`config.mk`:
```
export PLATFORM = sky130hd
export DESIGN_NAME = score_counter
export DESIGN_NICKNAME = d
export VERILOG_FILES = /design/src/rtl/score_counter_pkg.sv /design/src/rtl/score_counter_edge_detector.sv /design/src/rtl/score_counter.sv
export SDC_FILE = /design/constraint.sdc
export NUM_CORES = 1
export LEC_CHECK = 0
export BUFFER_PORTS_ARGS = -buffer_cell sky130_fd_sc_hd__buf_2
export CORE_ASPECT_RATIO = 1.2
export CORE_MARGIN = 2
export CORE_UTILIZATION = 25
export CTS_BUF_LIST = sky130_fd_sc_hd__clkbuf_8
export CTS_CLUSTER_DIAMETER = 30
export DETAILED_ROUTE_END_ITERATION = 10
export PLACE_DENSITY = 0.4
export SETUP_SLACK_MARGIN = 0.02
export SLEW_MARGIN = 20
export SYNTH_ARGS = -nofsm -noshare
export SYNTH_HDL_FRONTEND = slang
export SYNTH_SLANG_ARGS = --single-unit
```
`constraint.sdc`:
```
create_clock -name pclk -period 2.8 [get_ports pclk]
set_input_delay 0.14 -clock pclk [delete_from_list [all_inputs] [get_ports pclk]]
set_output_delay 0.14 -clock pclk [all_outputs]
set_load 0.03 [all_outputs]
```
`src/rtl/score_counter_pkg.sv`:
```
// score_counter_pkg: FSM encoding and default parameters shared with the points display stage
package score_counter_pkg;
  typedef enum logic [1:0] {IDLE, COOLDOWN, DONE} state_t;
  localparam int MAX_POINTS_DEFAULT = 12;
  localparam int COOLDOWN_CYCLES_DEFAULT = 4_000_000;
endpackage

```
`src/rtl/score_counter_edge_detector.sv`:
```
// edge_detector: one-cycle rise strobe for a level input synchronous to pclk
module edge_detector (
  input  logic pclk,
  input  logic rst,
  input  logic in,
  output logic rise
);
  logic in_d;
  always_ff @(posedge pclk or posedge rst)
    if (rst) in_d <= 1'b0;
    else in_d <= in;
  assign rise = in & ~in_d;
endmodule

```
`src/rtl/score_counter.sv`:
```
// score_counter: hit-edge scorer with post-point cooldown and saturation at MAX_POINTS
module score_counter
  import score_counter_pkg::*;
#(
  parameter int MAX_POINTS = MAX_POINTS_DEFAULT,
  parameter int COOLDOWN_CYCLES = COOLDOWN_CYCLES_DEFAULT
) (
  input  logic       pclk,
  input  logic       rst,
  input  logic       hit,
  input  logic       clear,
  input  logic       enable,
  output logic [3:0] points,
  output logic       point_pulse,
  output logic       max_reached
);
  localparam int CW = $clog2(COOLDOWN_CYCLES) + 1;
  localparam logic [3:0] MAX = 4'(MAX_POINTS);
  state_t state, state_n;
  logic [CW-1:0] cnt, cnt_n;
  logic [3:0] points_n;
  logic rise, score;
  edge_detector u_edge (.pclk(pclk), .rst(rst), .in(hit), .rise(rise));
  always_comb begin
    score = rise & enable & (state == IDLE) & (points != MAX);
    points_n = score ? points + 4'd1 : points;
    state_n = score ? ((points_n == MAX) ? DONE : COOLDOWN)
            : (state == COOLDOWN && cnt == '0) ? IDLE : state;
    cnt_n = score ? CW'(COOLDOWN_CYCLES - 1)
          : (state == COOLDOWN && cnt != '0) ? cnt - CW'(1) : cnt;
  end
  always_ff @(posedge pclk or posedge rst)
    if (rst) begin
      state <= IDLE;
      cnt <= '0;
      points <= '0;
      point_pulse <= 1'b0;
      max_reached <= 1'b0;
    end else if (clear) begin
      state <= IDLE;
      cnt <= '0;
      points <= '0;
      point_pulse <= 1'b0;
      max_reached <= 1'b0;
    end else begin
      state <= state_n;
      cnt <= cnt_n;
      points <= points_n;
      point_pulse <= score;
      max_reached <= (points_n == MAX);
    end
endmodule

```
==> results of run 1 <==
==> sequential cells by signal, indices dropped and copies added (netlist names) <==
| name | flops |
|---|---|
| cnt | 23 |
| points | 4 |
| state | 2 |
| max_reached | 1 |
| point_pulse | 1 |
| u_edge.in_d | 1 |
==> cells in the mapped netlist (2+ instances only) <==
library cell,count
sky130_fd_sc_hd__nand4_1,5
sky130_fd_sc_hd__nand2_1,7
sky130_fd_sc_hd__buf_2,5
sky130_fd_sc_hd__or4_1,7
sky130_fd_sc_hd__a211oi_1,2
sky130_fd_sc_hd__o21ai_0,3
sky130_fd_sc_hd__nor2_1,13
sky130_fd_sc_hd__inv_1,7
sky130_fd_sc_hd__or2b_1,2
sky130_fd_sc_hd__nor4_1,7
sky130_fd_sc_hd__o21a_1,2
sky130_fd_sc_hd__o41ai_1,2
sky130_fd_sc_hd__dfrtp_1,32
sky130_fd_sc_hd__a21oi_1,16
sky130_fd_sc_hd__nor3_1,5
sky130_fd_sc_hd__o31a_1,3
sky130_fd_sc_hd__nand2b_1,2
sky130_fd_sc_hd__buf_4,2
sky130_fd_sc_hd__o31ai_1,4
sky130_fd_sc_hd__xnor2_1,3
sky130_fd_sc_hd__or3_1,5
sky130_fd_sc_hd__clkbuf_1,3
sky130_fd_sc_hd__xor2_1,9
sky130_fd_sc_hd__a31oi_1,3
sky130_fd_sc_hd__o211ai_1,6
sky130_fd_sc_hd__ha_1,3
==> area by class of cell <==
class	instances	area share, %
timing repair buffer	19	5.95
inverter	7	1.27
clock inverter	2	0.425
tap	87	5.28
multi-input combinational	129	44.9
sequential	32	38.8
clock buffer	5	3.34
==> power by group <==
| part | internal, W | total, W | switching (W) |
|---|---|---|---|
| Clock | 0.000165 | 0.000330 | 0.000165 |
| Combinational | 0.000100 | 0.000266 | 0.000166 |
| Sequential | 0.000488 | 0.000516 | 0.0000280 |
==> metal layers <==
layer | up-vias | routed length, um
met5 | - | 0
met4 | 0 | 52
met3 | 6 | 161
met2 | 32 | 2010
met1 | 684 | 1930
li1 | 697 | -
==> worst max path at each step <==
| stage | slack [ps] | cells past startpoint | to |
|---|---|---|---|
| after floorplan | 470 | 8 | state[0] |
| after global placement | 480 | 6 | cnt[10] |
| after detailed placement | 410 | 7 | state[1] |
| after CTS | 400 | 7 | state[1] |
| after global routing | 100 | 6 | cnt[8] |
| final | 420 | 7 | cnt[17] |
==> kinds of logic after synthesis <==
kind of cell | count (synthesis)
and+or+nand+nor | 65
AOI/OAI and AO/OA | 47
DFF | 32
buffers and inverters | 18
xor gates and xnor gates | 12
adders and majority gates | 3
muxes | 2
==> per-stage QoR <==
step,instance area [um2],hold slack (ps),util (%)
after floorplan,1810,171,-
after global placement,1960,286,28.3
after detailed placement,1960,286,28.3
after CTS,2060,293,29.7
after global routing,2060,344,29.7
final,2060,313,29.7
==> impl_metrics.tcl, run 1 <==
set metrics [dict create \
    outcome "finished clean" \
    layout_net_count 202 \
    synth.area.mux_share_pct 1.18 \
    cp_cell_sequence "inv_1 > ha_1 > and3_1 > or3_1 > or2b_1 > or4_1 > nand2_1" \
    grt.met2_usage_pct 19.8 \
    timing.clock.skew_ps 8.94 \
    syn-mean-instance-area_um2 10.1 \
    worst_ep_required_time_ps 3020 \
    worst_setup_path_startpoint "points[0]" \
    clock_tree.htree_level_count 2 \
    global_route_wire_length_before_repair_um 7580 \
    cp_max_fo 11 \
    setup_violations 0 \
    drc 0 \
    cts_sinks 32 \
    placement.setup.worst_slack_ps 414 \
    grt-busiest-layer "met2" \
    cp_top_family "simple AND/OR/NAND/NOR gates" \
    p_per_area_nw_per_um2 540 \
    place.detailed.instances 272 \
    drive_above_1_share_pct 17.5 \
    reg2regPathDepth 7 \
    timing.critical_path.slowest_cell_delay_ps 500 \
    chip_width_um 81.6 \
    finalMaxSlewViolations 0 \
    critical_path_start_end_classification "flip-flop to flip-flop" \
    yosys_warnings 0 \
    timing_hold_violations_final 0 \
    floorplan.core_area_um2 6940 \
    finalCritPeriodShare_pct 84.9 \
    start_util_pct 26.1 \
    clk-insertion-delay-late_ps 280 \
    synth.yosys.seq_area_share_pct 44.3 \
    seq_area_um2 801 \
    drt_wl_total_um 4160 \
    yosys.area_share.adder_pct 2.08 \
    cts_hold_buf 2 \
    min_to "point_pulse" \
    startpoint_class "flip-flop" \
    die_h_um 97.2 \
    synth-simple-area-share_pct 23.4 \
    std_cell_rows 33 \
    rsz_0062_raised_after_global_routing "no" \
    buffer_ports.inserted 10 \
    max_freq_mhz 421 \
    postCtsSetupRepairBufs 0 \
    top_level_ports 11 \
    drt_iter0_drc 53 \
    number_of_antenna_violations_at_the_first_check_in_global_routing 0 \
    timing.critical_path.slowest_stage_cell "sky130_fd_sc_hd__or4_1" \
    crit-reg2reg-capture "cnt[17]" \
    clock_tree.buffer_depth 2 \
    xor_xnor_share_of_the_synthesized_area_pct 5.81 \
    numCtsBuffers 5 \
    p_leak_nw 0.862 \
    post_layout_nonfiller_instances 281 \
    average_wire_length_per_cell_after_detail_routing_um 14.8 \
    dp.final_hpwl_um 2970 \
    design_power_total_w 0.00111 \
    antenna_left 0 \
    synth_top_flop_cell "sky130_fd_sc_hd__dfrtp_1" \
    clock_pin_slew_on_the_worst_setup_and_hold_paths_ps 60 \
    cp.buffers_inverters 1 \
    post_cts.resized_instances 0 \
    detail_route.vias_per_cell 5.05 \
    layout_commonest_cell "sky130_fd_sc_hd__dfrtp_1" \
    min_path_cells 2 \
    floorplan.die_area_um2 7930 \
    post-route-worst-setup-slack_ps 422 \
    synth-async-reset-ratio_pct 100 \
    accumulated_negative_setup_slack_ps 0 \
    r2r-start "points[0]" \
    synth_compound_gate_area_share_pct 18.8 \
    cts_tree "built" \
    grt.met3_usage_pct 3.16 \
    filler_cell_count 746 \
    clock-root-buffer "sky130_fd_sc_hd__clkbuf_8" \
    synthDistinctLibCells 47 \
    worst-endpoint-arrival_ps 2590 \
    antennaDiodeCount 0 \
    synthesis.area_um2 1810 \
    gpl.final_weighted_congestion 0.727 \
    hold_path.startpoint "clear" \
    synth_edf_count 0 \
    global_route.usage.met1_pct 15.5 \
    total_of_flip_flops_plus_latches_after_synthesis 32 \
    worst_slew_margin_pct 55.8 \
    worstMarginPinSlew_ps 662 \
    syn-num-nets 187 \
    hold_path_class "primary input to flip-flop" \
    grt_usage_pct 12.2 \
    detailroute.via_count 1419 \
    synth_area_leader_cell "sky130_fd_sc_hd__dfrtp_1" \
    most-common-layout-cells "32 x sky130_fd_sc_hd__dfrtp_1, 16 x sky130_fd_sc_hd__a21oi_1, 13 x sky130_fd_sc_hd__nor2_1" \
    syn_inst 179 \
    area.growth.synth_to_final_pct 14.0 \
    finalCriticalPeriod_ps 2380 \
    maximum_number_of_pins_on_one_net_before_global_route_repair 25 \
    synth.top_cell.area_share_pct 44.3 \
    setup.worst_path.end_class "flip-flop" \
    multiInputGateArea_um2 926 \
    synth_area_leaders "sky130_fd_sc_hd__dfrtp_1 44%, sky130_fd_sc_hd__a21oi_1 4.4%, sky130_fd_sc_hd__xor2_1 4.4%, sky130_fd_sc_hd__or4_1 2.9%, sky130_fd_sc_hd__nor2_1 2.7%" \
    dominant_combinational_cell_family_by_area_after_synthesis "simple AND/OR/NAND/NOR gates" \
    r2r_setup_slack_ps 420 \
    first_global_vias 1529 \
    detail_route.first_pass.iterations 4 \
    grt_remaining_overflow 0 \
    peakVddDrop_mv 0.188 \
    drv_cap 0 \
]
Note: power is estimated with default switching activity, not from simulation.
==> inputs of run 2 (changes only) <==
==> constraint.sdc (replaced) <==
create_clock -name pclk -period 2.3 [get_ports pclk]
set_input_delay 0.115 -clock pclk [delete_from_list [all_inputs] [get_ports pclk]]
set_output_delay 0.115 -clock pclk [all_outputs]
set_load 0.03 [all_outputs]
==> run 2 against run 1 <==
  * Clock skew shrank 2.4 ps
  * Sequential power rose by 22%
  * Largest power group unchanged
  * Sequential cell count unchanged
  * Final cell count increased by 3.6%
  * Cell area grew 6.6%
==> impl_metrics.tcl, run 2 (synthesis results as in run 1) <==
set metrics [dict create \
    outcome "finished clean" \
    number_of_antenna_violations_at_the_first_check_in_global_routing 0 \
    timing.clock.skew_ps 6.53 \
    placed_cell_area_um2 2050 \
    detail_route.first_pass.iterations 4 \
    clock_pin_slew_on_the_worst_setup_and_hold_paths_ps 70 \
    drv_cap 0 \
    finalCritPeriodShare_pct 91.4 \
    worstMarginPinSlew_ps 759 \
    clock_power_share_pct 38.2 \
    r2r_setup_slack_ps 200 \
    timing_hold_violations_final 0 \
    cp_cell_sequence "inv_1 > ha_1 > and3_1 > or3_4 > buf_4 > a41o_1 > nor2_2 > o41ai_1" \
    hold_path_class "primary input to flip-flop" \
    antennaDiodeCount 0 \
    startpoint_class "flip-flop" \
    clock-root-buffer "sky130_fd_sc_hd__clkbuf_8" \
    finalCriticalPeriod_ps 2100 \
    rsz_0062_raised_after_global_routing "no" \
    area.growth.synth_to_final_pct 21.6 \
    seq_area_um2 803 \
    most-common-layout-cells "30 x sky130_fd_sc_hd__dfrtp_1, 16 x sky130_fd_sc_hd__a21oi_1, 15 x sky130_fd_sc_hd__buf_4" \
    grt_usage_pct 12.7 \
    antenna_left 0 \
    dp.final_hpwl_um 3190 \
    detailroute.via_count 1474 \
    peakVddDrop_mv 0.211 \
    final_core_utilization_pct 31.7 \
    flip_flop_count_of_the_largest_register_all_copies_and_words_added 23 \
    clock_tree.htree_level_count 2 \
    start_util_pct 26.1 \
    worst_slew_margin_pct 49.4 \
    p_per_area_nw_per_um2 723 \
    setup.worst_path.end_class "flip-flop" \
    worst-endpoint-arrival_ps 2260 \
    detail_route.vias_per_cell 5.07 \
    worst_setup_path_startpoint "points[0]" \
    cts_tree "built" \
    clock_tree.buffer_depth 2 \
    cellInternalPower_w 0.00113 \
    max_flop_register "cnt" \
    post_layout_nonfiller_instances 291 \
    cp_max_fo 11 \
    p_leak_nw 0.929 \
    post-route-worst-setup-slack_ps 199 \
    drt_wl_total_um 4470 \
    layout_net_count 211 \
    postCtsSetupRepairBufs 0 \
    buffer_ports.inserted 10 \
    reg2regPathDepth 8 \
    max_freq_mhz 476 \
    timing.critical_path.slowest_stage_cell "sky130_fd_sc_hd__dfrtp_2" \
    netSwitchingFraction_pct 29.1 \
    gpl.final_weighted_congestion 0.749 \
    worst_ep_required_time_ps 2460 \
    final_cell_area_um2 2200 \
    placement.setup.worst_slack_ps 128 \
    drive_above_1_share_pct 23.5 \
    biggestRegsByFlops "cnt (23), points (4), state (2)" \
    crit-reg2reg-capture "state[1]" \
    setup_violations 0 \
    timing.critical_path.to "state[1]" \
    global_route_wire_length_before_repair_um 7660 \
    maximum_number_of_pins_on_one_net_before_global_route_repair 25 \
    numCtsBuffers 5 \
    filler_cell_count 734 \
    layout_commonest_cell "sky130_fd_sc_hd__dfrtp_1" \
    first_global_vias 1550 \
    timing.critical_path.slowest_cell_delay_ps 420 \
    drt_iter0_drc 44 \
    drc 0 \
    grt_remaining_overflow 0 \
    r2r-start "points[0]" \
    die_h_um 97.2 \
    finalMaxSlewViolations 0 \
    top_level_ports 11 \
    clk-insertion-delay-late_ps 290 \
    place.detailed.instances 281 \
    cts_sinks 32 \
    floorplan.core_area_um2 6940 \
    sequentialPowerShare_pct 39.6 \
    average_wire_length_per_cell_after_detail_routing_um 15.4 \
    std_cell_rows 33 \
    gate_power_share_pct 22.3 \
    floorplan.die_area_um2 7930 \
    critical_path_start_end_classification "flip-flop to flip-flop" \
    chip_width_um 81.6 \
    accumulated_negative_setup_slack_ps 0 \
    p_sw_w 0.000463 \
    multiInputGateArea_um2 931 \
]
==> run 2: cell types whose count changed in the layout (fill, tap and decap cells not counted), sizes merged <==
cell,previous run,this run
clkbuf,5,7
buf,17,26
bufinv,0,1
inv,8,7
clkinv,1,0
==> run 2: per-layer routing <==
metal / track usage [%] / vias up / routed length [um] / share of wire, %
met1: 15.9 / 734 / 2070 / 46
met5: 0 / - / 0 / 0
li1: - / 715 / - / -
met4: 5.00 / 0 / 85 / 1.9
met3: 3.16 / 7 / 125 / 2.8
met2: 20.6 / 18 / 2190 / 49
==> run 2: area by class of cell <==
type | count | share of cell area [%]
inverters | 7 | 1.20
clock inverters | 1 | 1.37
multi-input cells | 129 | 42.3
well taps | 87 | 4.95
flip-flops and latches | 32 | 36.5
repair buffers | 28 | 9.22
clock buffers | 7 | 4.38
==> run 2: power groups by stage <==
stage          registers (W)  logic (W)  clock network (W)
2_1_floorplan       0.000636   0.000241                  0
3_3_place_gp        0.000638   0.000349                  0
3_5_place_dp        0.000639   0.000354                  0
4_1_cts             0.000628   0.000358           0.000626
5_1_grt             0.000634   0.000395           0.000646
6_report            0.000628   0.000354           0.000606
==> run 2: timing repair <==
action / in CTS / in global routing
endpoints found under the setup margin: 0 / 3
endpoints found under the hold margin: 18 / 0
resized for setup: 0 / 1
hold buffers: 2 / 0
==> run 2: per-stage QoR <==
step                power, W  hold WS [ps]
floorplan           0.000877           146
global placement    0.000988           264
detailed placement  0.000993           271
CTS                  0.00161           247
global route         0.00168           296
finish               0.00159           259
==> run 2: worst min-delay path by stage <==
stage          startpoint     endpoint  depth (start not counted)
3_3_place_gp          rst    points[3]                          2
3_5_place_dp          hit  u_edge.in_d                          1
4_1_cts             clear  point_pulse                          2
5_1_grt             clear  point_pulse                          2
2_1_floorplan         hit  u_edge.in_d                          0
6_report            clear  point_pulse                          2
==> run 2: worst max-delay path, delay by kind of cell, from the launching register on <==
family	cells	cell delay, ps
adder cells (fa/ha/maj)	1	200
flip-flops	1	420
AO/OA/AOI/OAI	2	340
AND/OR/NAND/NOR	3	710
buffers and inverters	2	300
